<file path="src/rtl/uart_serializer_if.sv">
// Word-source handshake between the data producer and uart_serializer.
// The source drives TX_Data/TX_Valid; the serializer answers with TX_Ready/TX_Busy.
interface uart_serializer_if #(
  parameter int DATA_W = 12
);
  logic [DATA_W-1:0] TX_Data;
  logic              TX_Valid;
  logic              TX_Ready;
  logic              TX_Busy;

  modport master (
    output TX_Data,
    output TX_Valid,
    input  TX_Ready,
    input  TX_Busy
  );

  modport slave (
    input  TX_Data,
    input  TX_Valid,
    output TX_Ready,
    output TX_Busy
  );
endinterface

</file>
<file path="src/rtl/uart_serializer.sv">
// UART frame serializer: start bit, DATA_W data bits MSB first, optional even parity, stop bits.
// Optional parity bit enabled by defining SERIALIZER_PARITY_EN.
//
// state    | meaning
// S_IDLE   | line high, TX_Ready=1, waiting for accept
// S_START  | line low for one bit period
// S_DATA   | shift register MSB on the line, one bit per period
// S_PARITY | even parity of the captured word (SERIALIZER_PARITY_EN only)
// S_STOP   | line high for STOP_BITS bit periods
module uart_serializer #(
  parameter int DATA_W       = 12,
  parameter int CLKS_PER_BIT = 16,
  parameter int STOP_BITS    = 1
) (
  input  logic             clk,
  input  logic             rst,
  uart_serializer_if.slave tx_if,
  output logic             UART_TX
);

  localparam int TMR_W   = (CLKS_PER_BIT > 1) ? $clog2(CLKS_PER_BIT) : 1;
  localparam int CNT_MAX = (DATA_W > STOP_BITS) ? DATA_W : STOP_BITS;
  localparam int IDX_W   = (CNT_MAX > 1) ? $clog2(CNT_MAX) : 1;

  localparam logic [TMR_W-1:0] TMR_LAST  = TMR_W'(CLKS_PER_BIT - 1);
  localparam logic [IDX_W-1:0] DATA_LAST = IDX_W'(DATA_W - 1);
  localparam logic [IDX_W-1:0] STOP_LAST = IDX_W'(STOP_BITS - 1);

  typedef enum logic [2:0] {
    S_IDLE   = 3'd0,
    S_START  = 3'd1,
    S_DATA   = 3'd2,
`ifdef SERIALIZER_PARITY_EN
    S_PARITY = 3'd3,
`endif
    S_STOP   = 3'd4
  } state_t;

  state_t              r_state;
  state_t              w_state_next;
  logic [TMR_W-1:0]    r_timer;
  logic [TMR_W-1:0]    w_timer_next;
  logic [IDX_W-1:0]    r_bit_idx;
  logic [IDX_W-1:0]    w_bit_idx_next;
  logic [DATA_W-1:0]   r_shreg;
  logic [DATA_W-1:0]   w_shreg_next;
  logic                r_tx;
  logic                w_tx_next;
  logic                r_busy;
  logic                w_busy_next;
  logic                w_accept;
  logic                w_bit_end;
`ifdef SERIALIZER_PARITY_EN
  logic                r_parity;
`endif

  assign w_accept  = tx_if.TX_Valid & (r_state == S_IDLE);
  assign w_bit_end = (r_timer == TMR_LAST);

  always_ff @(posedge clk or posedge rst) begin
    if (rst) begin
      r_state   <= S_IDLE;
      r_timer   <= '0;
      r_bit_idx <= '0;
      r_shreg   <= '0;
      r_tx      <= 1'b1;
      r_busy    <= 1'b0;
`ifdef SERIALIZER_PARITY_EN
      r_parity  <= 1'b0;
`endif
    end else begin
      r_state   <= w_state_next;
      r_timer   <= w_timer_next;
      r_bit_idx <= w_bit_idx_next;
      r_shreg   <= w_shreg_next;
      r_tx      <= w_tx_next;
      r_busy    <= w_busy_next;
`ifdef SERIALIZER_PARITY_EN
      if (w_accept) r_parity <= ^tx_if.TX_Data;
`endif
    end
  end

  always_comb begin
    w_state_next = r_state;
    case (r_state)
      S_IDLE:   if (w_accept) w_state_next = S_START;
      S_START:  if (w_bit_end) w_state_next = S_DATA;
      S_DATA: begin
        if (w_bit_end && (r_bit_idx == DATA_LAST)) begin
`ifdef SERIALIZER_PARITY_EN
          w_state_next = S_PARITY;
`else
          w_state_next = S_STOP;
`endif
        end
      end
`ifdef SERIALIZER_PARITY_EN
      S_PARITY: if (w_bit_end) w_state_next = S_STOP;
`endif
      S_STOP:   if (w_bit_end && (r_bit_idx == STOP_LAST)) w_state_next = S_IDLE;
      default:  w_state_next = S_IDLE;
    endcase
  end

  // Line value is computed from the next state so UART_TX is a plain flop output.
  always_comb begin
    w_timer_next   = '0;
    w_bit_idx_next = r_bit_idx;
    w_shreg_next   = r_shreg;
    w_tx_next      = 1'b1;
    w_busy_next    = (w_state_next != S_IDLE);

    if ((r_state != S_IDLE) && !w_bit_end) w_timer_next = r_timer + 1'b1;

    if (w_state_next != r_state)
      w_bit_idx_next = '0;
    else if (w_bit_end && ((r_state == S_DATA) || (r_state == S_STOP)))
      w_bit_idx_next = r_bit_idx + 1'b1;

    if (w_accept)
      w_shreg_next = tx_if.TX_Data;
    else if ((r_state == S_DATA) && w_bit_end)
      w_shreg_next = {r_shreg[DATA_W-2:0], 1'b0};

    case (w_state_next)
      S_START:  w_tx_next = 1'b0;
      S_DATA:   w_tx_next = w_shreg_next[DATA_W-1];
`ifdef SERIALIZER_PARITY_EN
      S_PARITY: w_tx_next = r_parity;
`endif
      default:  w_tx_next = 1'b1;
    endcase
  end

  assign tx_if.TX_Ready = (r_state == S_IDLE);
  assign tx_if.TX_Busy  = r_busy;
  assign UART_TX        = r_tx;

endmodule

</file>
<file path="src/flat_wrapper.sv">
// flat-port wrapper written by rule: the top's interface ports become plain ports
module uart_serializer_flat 
#(
  parameter int DATA_W       = 12,
  parameter int CLKS_PER_BIT = 16,
  parameter int STOP_BITS    = 1
)
  (clk, rst, UART_TX, tx_if_TX_Data, tx_if_TX_Valid, tx_if_TX_Ready, tx_if_TX_Busy);
  uart_serializer_if #(.DATA_W(DATA_W)) tx_if_i ();
  input  logic clk;
  input  logic rst;
  output logic UART_TX;
  input wire logic [$bits(tx_if_i.TX_Data)-1:0] tx_if_TX_Data;
  input wire logic [$bits(tx_if_i.TX_Valid)-1:0] tx_if_TX_Valid;
  output wire logic [$bits(tx_if_i.TX_Ready)-1:0] tx_if_TX_Ready;
  output wire logic [$bits(tx_if_i.TX_Busy)-1:0] tx_if_TX_Busy;
  assign tx_if_i.TX_Data = tx_if_TX_Data;
  assign tx_if_i.TX_Valid = tx_if_TX_Valid;
  assign tx_if_TX_Ready = tx_if_i.TX_Ready;
  assign tx_if_TX_Busy = tx_if_i.TX_Busy;
  uart_serializer #(.DATA_W(DATA_W), .CLKS_PER_BIT(CLKS_PER_BIT), .STOP_BITS(STOP_BITS)) u_core (.clk(clk), .rst(rst), .tx_if(tx_if_i), .UART_TX(UART_TX));
endmodule
</file>
<file path="config.mk">
export PLATFORM = sky130hd
export DESIGN_NAME = uart_serializer_flat
export DESIGN_NICKNAME = d
export VERILOG_FILES = /design/src/rtl/uart_serializer_if.sv /design/src/rtl/uart_serializer.sv /design/src/flat_wrapper.sv
export SDC_FILE = /design/constraint.sdc
export NUM_CORES = 1
export LEC_CHECK = 0
export CELL_PAD_IN_SITES_DETAIL_PLACEMENT = 0
export CELL_PAD_IN_SITES_GLOBAL_PLACEMENT = 1
export CORE_MARGIN = 10
export CORE_UTILIZATION = 44
export DETAILED_ROUTE_END_ITERATION = 12
export PLACE_DENSITY_LB_ADDON = 0.1
export SLEW_MARGIN = 20
export SYNTH_ARGS = -nofsm -noshare
export SYNTH_HDL_FRONTEND = slang
export SYNTH_SLANG_ARGS = --single-unit
</file>
<file path="constraint.sdc">
create_clock -name clk -period 3.93 [get_ports clk]
set_input_delay 0.786 -clock clk [delete_from_list [all_inputs] [get_ports clk]]
set_output_delay 0.786 -clock clk [all_outputs]
set_load 0.01 [all_outputs]
</file>
==> impl_metrics.toml <==
[status]
run_status = "finished clean"

[placement]
gp_congestion = 0.737
port_buffers = 17
place.detailed.hpwl_mm = 1.78

[floorplan]
num_rows = 19
start_util = 0.455
num_io_pins = 18
dieArea_um2 = 5360
core_area_um2 = 2730
die_w_um = 73.2
dieHeight_um = 73.2

[global_route]
grt_util_all_layers = 0.0940
grt_antenna_before_repair = 0
globalRouteOverflowTotal = 0
grt_pass1_wl_mm = 4.15
first_global_vias = 940
grt_max_degree = 26

[setup_path]
required_ns = 3.14
r2r_slack_ns = 2.03
arrival_ns = 1.78
cp-start-kind = "register"
critPathKind = "reg2out"
worst_r2r_path_depth = 4
regToRegEndpoint = "u_core.r_shreg[5]$_DFFE_PP0P_"
end_kind = "primary output"
reg2reg_from = "u_core.r_state[0]$_DFF_PP0_"
cp_max_fo = 11

[power_and_ir_drop]
power_switching_uw = 350
vdd.ir_drop.worst_uv = 355
p_per_area_nw_per_um2 = 654
p_leak_uw = 0.000570
switching_share = 0.368
p_seq_frac = 0.502
combinationalPowerShare = 0.381
intPower_uw = 600
clock_power_share = 0.117

[clocking]
clk_pin_slew_worst_paths_ns = 0.14
cts_setup_buffers = 0
numClockSinks = 25
cts_buffers = 3
clockBufferDepth = 2
clk_latency_ns = 0.31
cts_tree = "built"
cts_resized = 0
root_buffer = "clkbuf_4"
htree_levels = 1
cts_hold_buffers = 0

[drt]
routed.top_layer = "met4"
wl_met3_um = 64
vias_per_cell = 5.32
detail_route.wl_per_cell_um = 14.4
wl_met1_mm = 1.08
wl_met2_mm = 1.23
firstDrtPassIters = 4
routed_wl_mm = 2.39
first_iter_violations = 50
drc = 0
route.vias.total = 883
final_antenna_net_count = 0

[yosys]
synth_top_cell_by_area = "dfrtp_1"
ys_types = 35
syn_inst = 118
synth-main-ff-cell = "dfrtp_1"
synth_top_area_frac = 0.482
yosysSeqAreaShare = 0.504
synthTopCellsByArea = "dfrtp_1 48%, mux2i_1 8.8%, a21oi_1 5.2%"
synth_nets = 136
synth-seq-cells = 25
synth_edf_count = 0
async_reset_ff_frac = 1.00
synthesis.area_um2 = 1240
syn_area_per_cell_um2 = 10.6
ys_warn_count = 0

[timing]
worst_slew_pin_slew_ns = 0.947
setup_viol = 0
slew_violations = 0
max_freq_mhz = 390
grt_setup_unrepaired = "no"
setup_tns_ns = 0
final.setup_skew_ns = 0.0107
period_minus_slack_ns = 2.56
relSlewSlack = 0.368
post-route-period-util = 0.652
hold_viol = 0

[final_layout]
layout_commonest_cell = "dfrtp_1"
syn2layout_area_growth_pct = 16.7
post_route_cells_drive_above_1_share = 0.0741
fin_nets = 154
num_antenna_cells = 0
final_core_util = 0.531
most-common-layout-cells = "24 x dfrtp_1, 17 x nor2_1, 17 x clkdlybuf4s50_1"

[min_path]
min_path_type = "reg2reg"
holdPathEnd = "u_core.r_timer[0]$_DFF_PP0_"
hold_depth = 1
min_from = "u_core.r_timer[0]$_DFF_PP0_"

[flow_run]
drv_cap = 0
[stage by stage]
stage | total power, uW | hold WS [ns] | std cells | setup slack, ns | area [um^2]
after floorplan | 745 | 0.444 | 118 | 2.34 | 1240
after global placement | 835 | 0.459 | 162 | 1.59 | 1430
after detailed placement | 851 | 0.473 | 162 | 1.58 | 1430
after CTS | 969 | 0.493 | 166 | 1.34 | 1450
after global routing | 1040 | 0.521 | 166 | 1.27 | 1450
final | 950 | 0.489 | 166 | 1.37 | 1450
[cell families after synthesis]
| family | after synthesis | synth area share |
|---|---|---|
| xor+xnor | 6 | 0.0422 |
| buf+inv | 10 | 0.0472 |
| compound gates | 21 | 0.0985 |
| simple gates | 42 | 0.190 |
| flops | 25 | 0.504 |
| fa+ha+maj | 3 | 0.0302 |
| mux | 11 | 0.0884 |
[final cells by class]
type / instances / area, um^2
clock buffer: 4 / 26.3
fill: 257 / 1280
inverter: 5 / 18.8
multi-input combinational: 83 / 564
sequential: 25 / 627
tap: 31 / 38.8
timing repair buffer: 18 / 178
[sequential cells by signal, summed over array words and instances, names as in the netlist]
name / flops
u_core.tx_if.TX_Busy: 1
u_core.r_timer: 4
u_core.r_bit_idx: 4
u_core.r_state: 3
u_core.UART_TX: 1
u_core.r_shreg: 12
[power by group through the flow]
stage / Sequential, uW / Combinational [uW] / Clock, uW
final: 476 / 362 / 111
after CTS: 477 / 372 / 120
after floorplan: 452 / 293 / 0
after detailed placement: 482 / 369 / 0
after global placement: 478 / 358 / 0
after global routing: 495 / 415 / 126
[cells in the mapped netlist, types with 2 or more instances]
library cell  number
mux2i_1           11
inv_1              5
nand2_1            2
ha_1               3
buf_2              2
nand3_1            5
nor2_1            17
xnor2_1            5
nor3_1             3
nand4_1            2
a21oi_1           13
buf_4              2
o21ai_1            2
dfrtp_1           24
nand2b_1           2
[layer usage]
layer,global-route usage,vias to the layer above
li1,-,445
met1,0.109,428
met2,0.168,8
met3,0.0204,2
met4,0.0253,0
met5,0,-
[worst max-delay path: stages (launching register included)]
cell             delay [ns]
dfrtp_1                0.56
nor3_4                 0.31
clkdlybuf4s50_1        0.61
[worst max path at each step]
stage          slack (ns)  cells past startpoint                         from                        endpoint
5_1_grt              1.27                      2  u_core.r_state[0]$_DFF_PP0_                  tx_if_TX_Ready
3_5_place_dp         1.58                      4               tx_if_TX_Valid   u_core.r_shreg[5]$_DFFE_PP0P_
6_report             1.37                      2  u_core.r_state[0]$_DFF_PP0_                  tx_if_TX_Ready
4_1_cts              1.34                      2  u_core.r_state[0]$_DFF_PP0_                  tx_if_TX_Ready
3_3_place_gp         1.59                      4               tx_if_TX_Valid   u_core.r_shreg[7]$_DFFE_PP0P_
2_1_floorplan        2.34                      5  u_core.r_timer[0]$_DFF_PP0_  u_core.tx_if.TX_Busy$_DFF_PP0_
Note: power is estimated with default switching activity, not from simulation.
